[src/rtl/ws2812_fade_source_pkg.sv]
// Shared definitions for the WS2812 fade pattern source: FSM encoding and
// per-LED channel ordering of the emitted byte stream.
package ws2812_fade_source_pkg;

  typedef enum logic [1:0] {
    ST_GAP    = 2'd0,
    ST_SEND   = 2'd1,
    ST_TAIL   = 2'd2,
    ST_UPDATE = 2'd3
  } state_t;

  // Byte index within one LED: G first, then R, then B.
  localparam int CH_G       = 0;
  localparam int CH_R       = 1;
  localparam int CH_B       = 2;
  localparam int CH_PER_LED = 3;

endpackage

[src/rtl/ws2812_fade_source_fade_step.sv]
// One fade step for a single brightness byte: move cur one count toward tgt,
// or draw a fresh target once cur has arrived.
module fade_step (
  input  logic [7:0] cur,
  input  logic [7:0] tgt,
  input  logic [7:0] random,
  output logic [7:0] cur_next,
  output logic [7:0] tgt_next,
  output logic       load
);

  // cur always moves toward tgt, so neither branch can wrap.
  always_comb begin
    cur_next = cur;
    tgt_next = tgt;
    load     = 1'b0;
    if (cur < tgt) begin
      cur_next = cur + 8'd1;
    end else if (cur > tgt) begin
      cur_next = cur - 8'd1;
    end else begin
      tgt_next = random;
      load     = 1'b1;
    end
  end

endmodule

[src/rtl/ws2812_fade_source.sv]
// Frame sequencer feeding ws2812_output: emits cur[] once per frame, waits out
// the tailguard and gap, and fades cur[] toward tgt[] every FADE_DIV frames.
module ws2812_fade_source
  import ws2812_fade_source_pkg::*;
#(
  parameter int LED_COUNT  = 11,
  parameter int FADE_DIV   = 4,
  parameter int GAP_CYCLES = 1000
) (
  input  logic       CLK,
  input  logic       RST,
  input  logic [7:0] random,
  input  logic       data_request,
  output logic       trigger,
  output logic [7:0] data,
  output logic       more_data
);

  localparam int NBYTES = CH_PER_LED * LED_COUNT;
  localparam int IDX_W  = (NBYTES > 1) ? $clog2(NBYTES) : 1;
  localparam int GAP_W  = (GAP_CYCLES > 1) ? $clog2(GAP_CYCLES + 1) : 1;

  localparam logic [IDX_W-1:0] IDX_LAST  = IDX_W'(NBYTES - 1);
  localparam logic [GAP_W-1:0] GAP_LAST  = GAP_W'(GAP_CYCLES - 1);
  localparam logic [7:0]       FDIV_LAST = 8'(FADE_DIV - 1);

  state_t           state, state_next;
  logic [IDX_W-1:0] idx, idx_next;
  logic [7:0]       fdiv, fdiv_next;
  logic [GAP_W-1:0] gap_cnt, gap_cnt_next;

  logic [7:0] cur [NBYTES];
  logic [7:0] tgt [NBYTES];

  logic [7:0] upd_cur;
  logic [7:0] upd_tgt;
  logic       upd_load;
  logic       upd_en;

  fade_step u_fade_step (
    .cur      (cur[idx]),
    .tgt      (tgt[idx]),
    .random   (random),
    .cur_next (upd_cur),
    .tgt_next (upd_tgt),
    .load     (upd_load)
  );

  always_comb begin
    state_next   = state;
    idx_next     = idx;
    fdiv_next    = fdiv;
    gap_cnt_next = gap_cnt;
    upd_en       = 1'b0;
    case (state)
      ST_GAP: begin
        if (gap_cnt == GAP_LAST) begin
          state_next   = ST_SEND;
          idx_next     = '0;
          gap_cnt_next = '0;
        end else begin
          gap_cnt_next = gap_cnt + GAP_W'(1);
        end
      end
      ST_SEND: begin
        if (data_request) begin
          if (idx == IDX_LAST) begin
            state_next = ST_TAIL;
          end else begin
            idx_next = idx + IDX_W'(1);
          end
        end
      end
      ST_TAIL: begin
        // data_request here marks the end of the strip's latch tailguard.
        if (data_request) begin
          if (fdiv == FDIV_LAST) begin
            fdiv_next  = '0;
            idx_next   = '0;
            state_next = ST_UPDATE;
          end else begin
            fdiv_next  = fdiv + 8'd1;
            state_next = ST_GAP;
          end
        end
      end
      ST_UPDATE: begin
        upd_en = 1'b1;
        if (idx == IDX_LAST) begin
          state_next = ST_GAP;
        end else begin
          idx_next = idx + IDX_W'(1);
        end
      end
      default: state_next = ST_GAP;
    endcase
  end

  // Outputs are registered from the next state so they switch with it.
  always_ff @(posedge CLK or posedge RST) begin
    if (RST) begin
      state     <= ST_GAP;
      idx       <= '0;
      fdiv      <= '0;
      gap_cnt   <= '0;
      trigger   <= 1'b0;
      more_data <= 1'b0;
      data      <= 8'h00;
    end else begin
      state     <= state_next;
      idx       <= idx_next;
      fdiv      <= fdiv_next;
      gap_cnt   <= gap_cnt_next;
      trigger   <= (state_next == ST_SEND);
      more_data <= (state_next == ST_SEND);
      data      <= (state_next == ST_SEND) ? cur[idx_next] : 8'h00;
    end
  end

  always_ff @(posedge CLK or posedge RST) begin
    if (RST) begin
      for (int i = 0; i < NBYTES; i++) begin
        cur[i] <= 8'h00;
        tgt[i] <= 8'h00;
      end
    end else if (upd_en) begin
      cur[idx] <= upd_cur;
      if (upd_load) begin
        tgt[idx] <= upd_tgt;
      end
    end
  end

endmodule

[config.mk]
export PLATFORM = sky130hd
export DESIGN_NAME = ws2812_fade_source
export DESIGN_NICKNAME = d
export VERILOG_FILES = /design/src/rtl/ws2812_fade_source_pkg.sv /design/src/rtl/ws2812_fade_source_fade_step.sv /design/src/rtl/ws2812_fade_source.sv
export SDC_FILE = /design/constraint.sdc
export NUM_CORES = 2
export LEC_CHECK = 0
export ABC_AREA = 1
export CELL_PAD_IN_SITES_DETAIL_PLACEMENT = 1
export CELL_PAD_IN_SITES_GLOBAL_PLACEMENT = 1
export CORE_AREA = 2 2 257 259
export CTS_CLUSTER_DIAMETER = 150
export CTS_CLUSTER_SIZE = 28
export DETAILED_ROUTE_END_ITERATION = 12
export DIE_AREA = 0 0 259 261
export HOLD_SLACK_MARGIN = 0.15
export PLACE_DENSITY = 0.76
export SYNTH_ARGS = -nofsm -noshare
export SYNTH_HDL_FRONTEND = slang
export SYNTH_SLANG_ARGS = --single-unit
[constraint.sdc]
create_clock -name CLK -period 26.5 [get_ports CLK]
set_input_delay 5.3 -clock CLK [delete_from_list [all_inputs] [get_ports CLK]]
set_output_delay 5.3 -clock CLK [all_outputs]
set_load 0.01 [all_outputs]
==> qor.json <==
{
  "run_status": {
    "result_of_the_run": "finished clean"
  },
  "placement": {
    "place.port_buffers": 20,
    "gp_routability_congestion": 0.915,
    "dpl.hpwl_mm": 72.0
  },
  "clocking": {
    "cts_sinks": 563,
    "clockBufferDepth": 3,
    "post_cts_resized": 0,
    "cts_hold_repair.buffers": 0,
    "h-tree-depth": 1,
    "cts_tree": "built",
    "cts_setup_buffers": 0,
    "tritoncts.num_buffers": 24,
    "cts_root_buf": "sky130_fd_sc_hd__clkbuf_16",
    "clk-insertion-delay-late_ps": 650,
    "cts.reportedPaths.clkPinSlew_ps": 130
  },
  "critical_path": {
    "cp.required_ps": 27020,
    "worst_setup_path_endpoint": "data[7]$_DFF_PP0_",
    "worst-path-max-fanout": 66,
    "timing.critical_path.from_type": "primary input",
    "worstReg2RegStart": "idx[1]$_DFF_PP0_",
    "timing.critical_path.from": "data_request",
    "worst_setup_path_end_kind": "flop",
    "rr_worst_depth": 24,
    "critical_path_class": "primary input to flop",
    "r2r_slack_ps": 19220,
    "rr_endpoint": "cur[14]$_DFFE_PP0P_",
    "critical_path_arrival_ps": 9390
  },
  "floorplan": {
    "die_height_um": 261,
    "die-area_um2": 67600,
    "dieWidth_um": 259,
    "pin_count": 21,
    "placementRows": 94,
    "initial_core_util": 0.444,
    "placeableCoreArea_um2": 65000
  },
  "synthesis": {
    "synth_edf_count": 0,
    "syn-cell-area_um2": 28900,
    "synth-warning-count": 0,
    "dominantRegCellSynth": "sky130_fd_sc_hd__dfrtp_1",
    "syn_nets": 3799,
    "synth_cells": 3774,
    "async_flop_share": 1.00,
    "synth_seq_cells": 563,
    "netlist-cell-type-count": 55,
    "synth_seq_area_share": 0.488,
    "synth.avg_cell_area_um2": 7.65
  },
  "finish": {
    "utilization": 0.461,
    "syn_to_final_growth_pct": 3.84,
    "final_layout_size_suffix_gt1_frac": 0.0460,
    "final-seq-area_um2": 14100,
    "num-nets-final": 3631,
    "antenna_cells": 0,
    "multiInputGateArea_um2": 12700,
    "n_fill_cell": 8077
  },
  "pwr": {
    "vdd_ir_drop_max_mv": 0.0450,
    "power-per-cell-area_nw_per_um2": 45.2,
    "total_leakage_power_nw": 13.8
  },
  "routing": {
    "dr.pass1.iters": 5,
    "routed_via_density": 6.09,
    "route.detailed.drc": 0,
    "route.final.wire_length_mm": 111,
    "ant_nets": 0,
    "wl_per_cell_um": 24.9,
    "detail_route.iter0.violations": 2501,
    "via_count": 27200
  },
  "timing": {
    "final.period_utilization": 0.335,
    "fin_hold_viols": 0,
    "timing.slew.headroom": 0.189,
    "final-setup-viol-count": 0,
    "worstMarginPinSlew_ps": 1210,
    "max_clock_freq_mhz": 113,
    "clock_skew_ps": 44.7,
    "slew_violations": 0,
    "rsz0062_at_grt": "false",
    "layout_min_cycle_time_ps": 8880,
    "totalNegativeSetupSlack_ps": 0
  },
  "run": {
    "max_capacitance_violation_total": 0
  },
  "grt": {
    "vias_in_the_first_global_route": 28200,
    "wire_length_of_the_first_global_routing_pass_mm": 172,
    "globalRouteOverflowTotal": 0,
    "grt_max_degree": 145,
    "track_usage": 0.329,
    "number_of_antenna_violations_at_the_first_check_in_global_routing": 0
  },
  "hold_path": {
    "min_path_type": "flop to flop",
    "hold_depth": 1
  }
}
## worst max-delay path: stages
cell                              delay (ps)
sky130_fd_sc_hd__clkdlybuf4s50_1         470
sky130_fd_sc_hd__inv_1                   100
sky130_fd_sc_hd__nand3_1                 200
sky130_fd_sc_hd__nand2_1                 130
sky130_fd_sc_hd__clkinv_1                 70
sky130_fd_sc_hd__nand2_1                  70
sky130_fd_sc_hd__nand2_1                  50
sky130_fd_sc_hd__nand2_1                  90
sky130_fd_sc_hd__nand2_2                  70
sky130_fd_sc_hd__nand2_4                 610
sky130_fd_sc_hd__clkinv_1                820
sky130_fd_sc_hd__buf_4                   490
sky130_fd_sc_hd__nand2_1                 110
sky130_fd_sc_hd__nand3_1                  70
sky130_fd_sc_hd__nand2_1                 110
sky130_fd_sc_hd__nor2_1                   60
sky130_fd_sc_hd__nor2_1                  250
sky130_fd_sc_hd__nand2_1                 100
sky130_fd_sc_hd__nand3_1                  70
sky130_fd_sc_hd__a21oi_1                  70
## layout by cell type, fill, tap and decap left out, types with 14 or more instances in the layout
| master | synthesis | layout |
|---|---|---|
| sky130_fd_sc_hd__o211ai_1 | 15 | 15 |
| sky130_fd_sc_hd__dfrtp_1 | 563 | 562 |
| sky130_fd_sc_hd__nand4_1 | 45 | 45 |
| sky130_fd_sc_hd__clkbuf_16 | 0 | 24 |
| sky130_fd_sc_hd__ha_1 | 14 | 14 |
| sky130_fd_sc_hd__o22ai_1 | 22 | 22 |
| sky130_fd_sc_hd__a22oi_1 | 56 | 56 |
| sky130_fd_sc_hd__a221oi_1 | 39 | 39 |
| sky130_fd_sc_hd__a21oi_1 | 66 | 65 |
| sky130_fd_sc_hd__o21ai_1 | 106 | 105 |
| sky130_fd_sc_hd__o21ai_0 | 384 | 384 |
| sky130_fd_sc_hd__nand3_1 | 402 | 401 |
| sky130_fd_sc_hd__nor3_1 | 16 | 16 |
| sky130_fd_sc_hd__clkdlybuf4s50_1 | 0 | 20 |
| sky130_fd_sc_hd__inv_2 | 34 | 34 |
| sky130_fd_sc_hd__nor2_2 | 20 | 19 |
| sky130_fd_sc_hd__nand2_1 | 1312 | 1310 |
| sky130_fd_sc_hd__inv_1 | 198 | 197 |
| sky130_fd_sc_hd__nor2_1 | 135 | 135 |
| sky130_fd_sc_hd__buf_4 | 23 | 39 |
## worst min path at each step
stage / start / end / slack (ps)
after floorplan: fdiv[7]$_DFFE_PP0P_ / fdiv[7]$_DFFE_PP0P_ / 440
after global placement: fdiv[7]$_DFFE_PP0P_ / fdiv[7]$_DFFE_PP0P_ / 460
after detailed placement: fdiv[7]$_DFFE_PP0P_ / fdiv[7]$_DFFE_PP0P_ / 470
after CTS: fdiv[7]$_DFFE_PP0P_ / fdiv[7]$_DFFE_PP0P_ / 480
after global routing: fdiv[7]$_DFFE_PP0P_ / fdiv[7]$_DFFE_PP0P_ / 510
final: fdiv[7]$_DFFE_PP0P_ / fdiv[7]$_DFFE_PP0P_ / 480
## state kept, by name, indices dropped and copies added (netlist names)
register,flops
more_data,1
fdiv,8
data,8
tgt,264
gap_cnt,10
idx,6
cur,264
state,2
## per-stage QoR
| step | cells | power, W | hold WS [ps] | area, µm² | setup WS (ps) |
|---|---|---|---|---|---|
| 4_1_cts | 4471 | 0.00136 | 484 | 30000 | 17740 |
| 3_5_place_dp | 4444 | 0.000905 | 468 | 29300 | 17090 |
| 6_report | 4471 | 0.00135 | 481 | 30000 | 17620 |
| 3_3_place_gp | 4444 | 0.000904 | 461 | 29300 | 17190 |
| 2_1_floorplan | 3774 | 0.000893 | 442 | 28900 | 5450 |
| 5_1_grt | 4471 | 0.00139 | 515 | 30000 | 17410 |
## logic make-up after synthesis
kind of cell / synth area share
adder cells (fa/ha/maj): 0.00607
buffers and inverters: 0.0739
XOR/XNOR: 0.00329
flip-flops: 0.488
AO/OA/AOI/OAI: 0.141
AND/OR/NAND/NOR: 0.288
## synth_stat cells, drive strengths merged, types with 4 or more instances
library cell	number	area [µm²]
nand2	1320	4970
dfrtp	563	14100
o21ai	491	2460
nand3	414	2150
inv	235	890
nor2	158	666
clkbuf	142	533
buf	111	682
a21oi	69	357
a22oi	56	420
nand4	47	307
a221oi	39	342
o22ai	22	138
nor3	20	126
o211ai	15	113
ha	14	175
a22o	10	87.6
xor2	9	86.3
clkinv	8	30.0
o2bb2ai	6	52.6
nand3b	5	37.5
a21boi	4	33.8
## layout make-up
cell class	count	share of cell area
clock buffers	25	0.0202
clock inverters	2	0.00200
inverters	243	0.0309
multi-input cells	2715	0.424
flip-flops and latches	563	0.470
well taps	864	0.0361
repair buffers	59	0.0164
## power by group
group,internal (W),switching [W],leakage [nW]
registers,0.000859,0.000000191,6.43
clock network,0.000169,0.000298,0.320
logic,0.00000229,0.0000250,7.06
## layer usage
layer  wire (µm)  global-route usage
met1       46000               0.435
met2       52300               0.549
met3        7230              0.0339
met4        5870               0.150
met5           0                   0
Power figures use the tool's default switching activity.
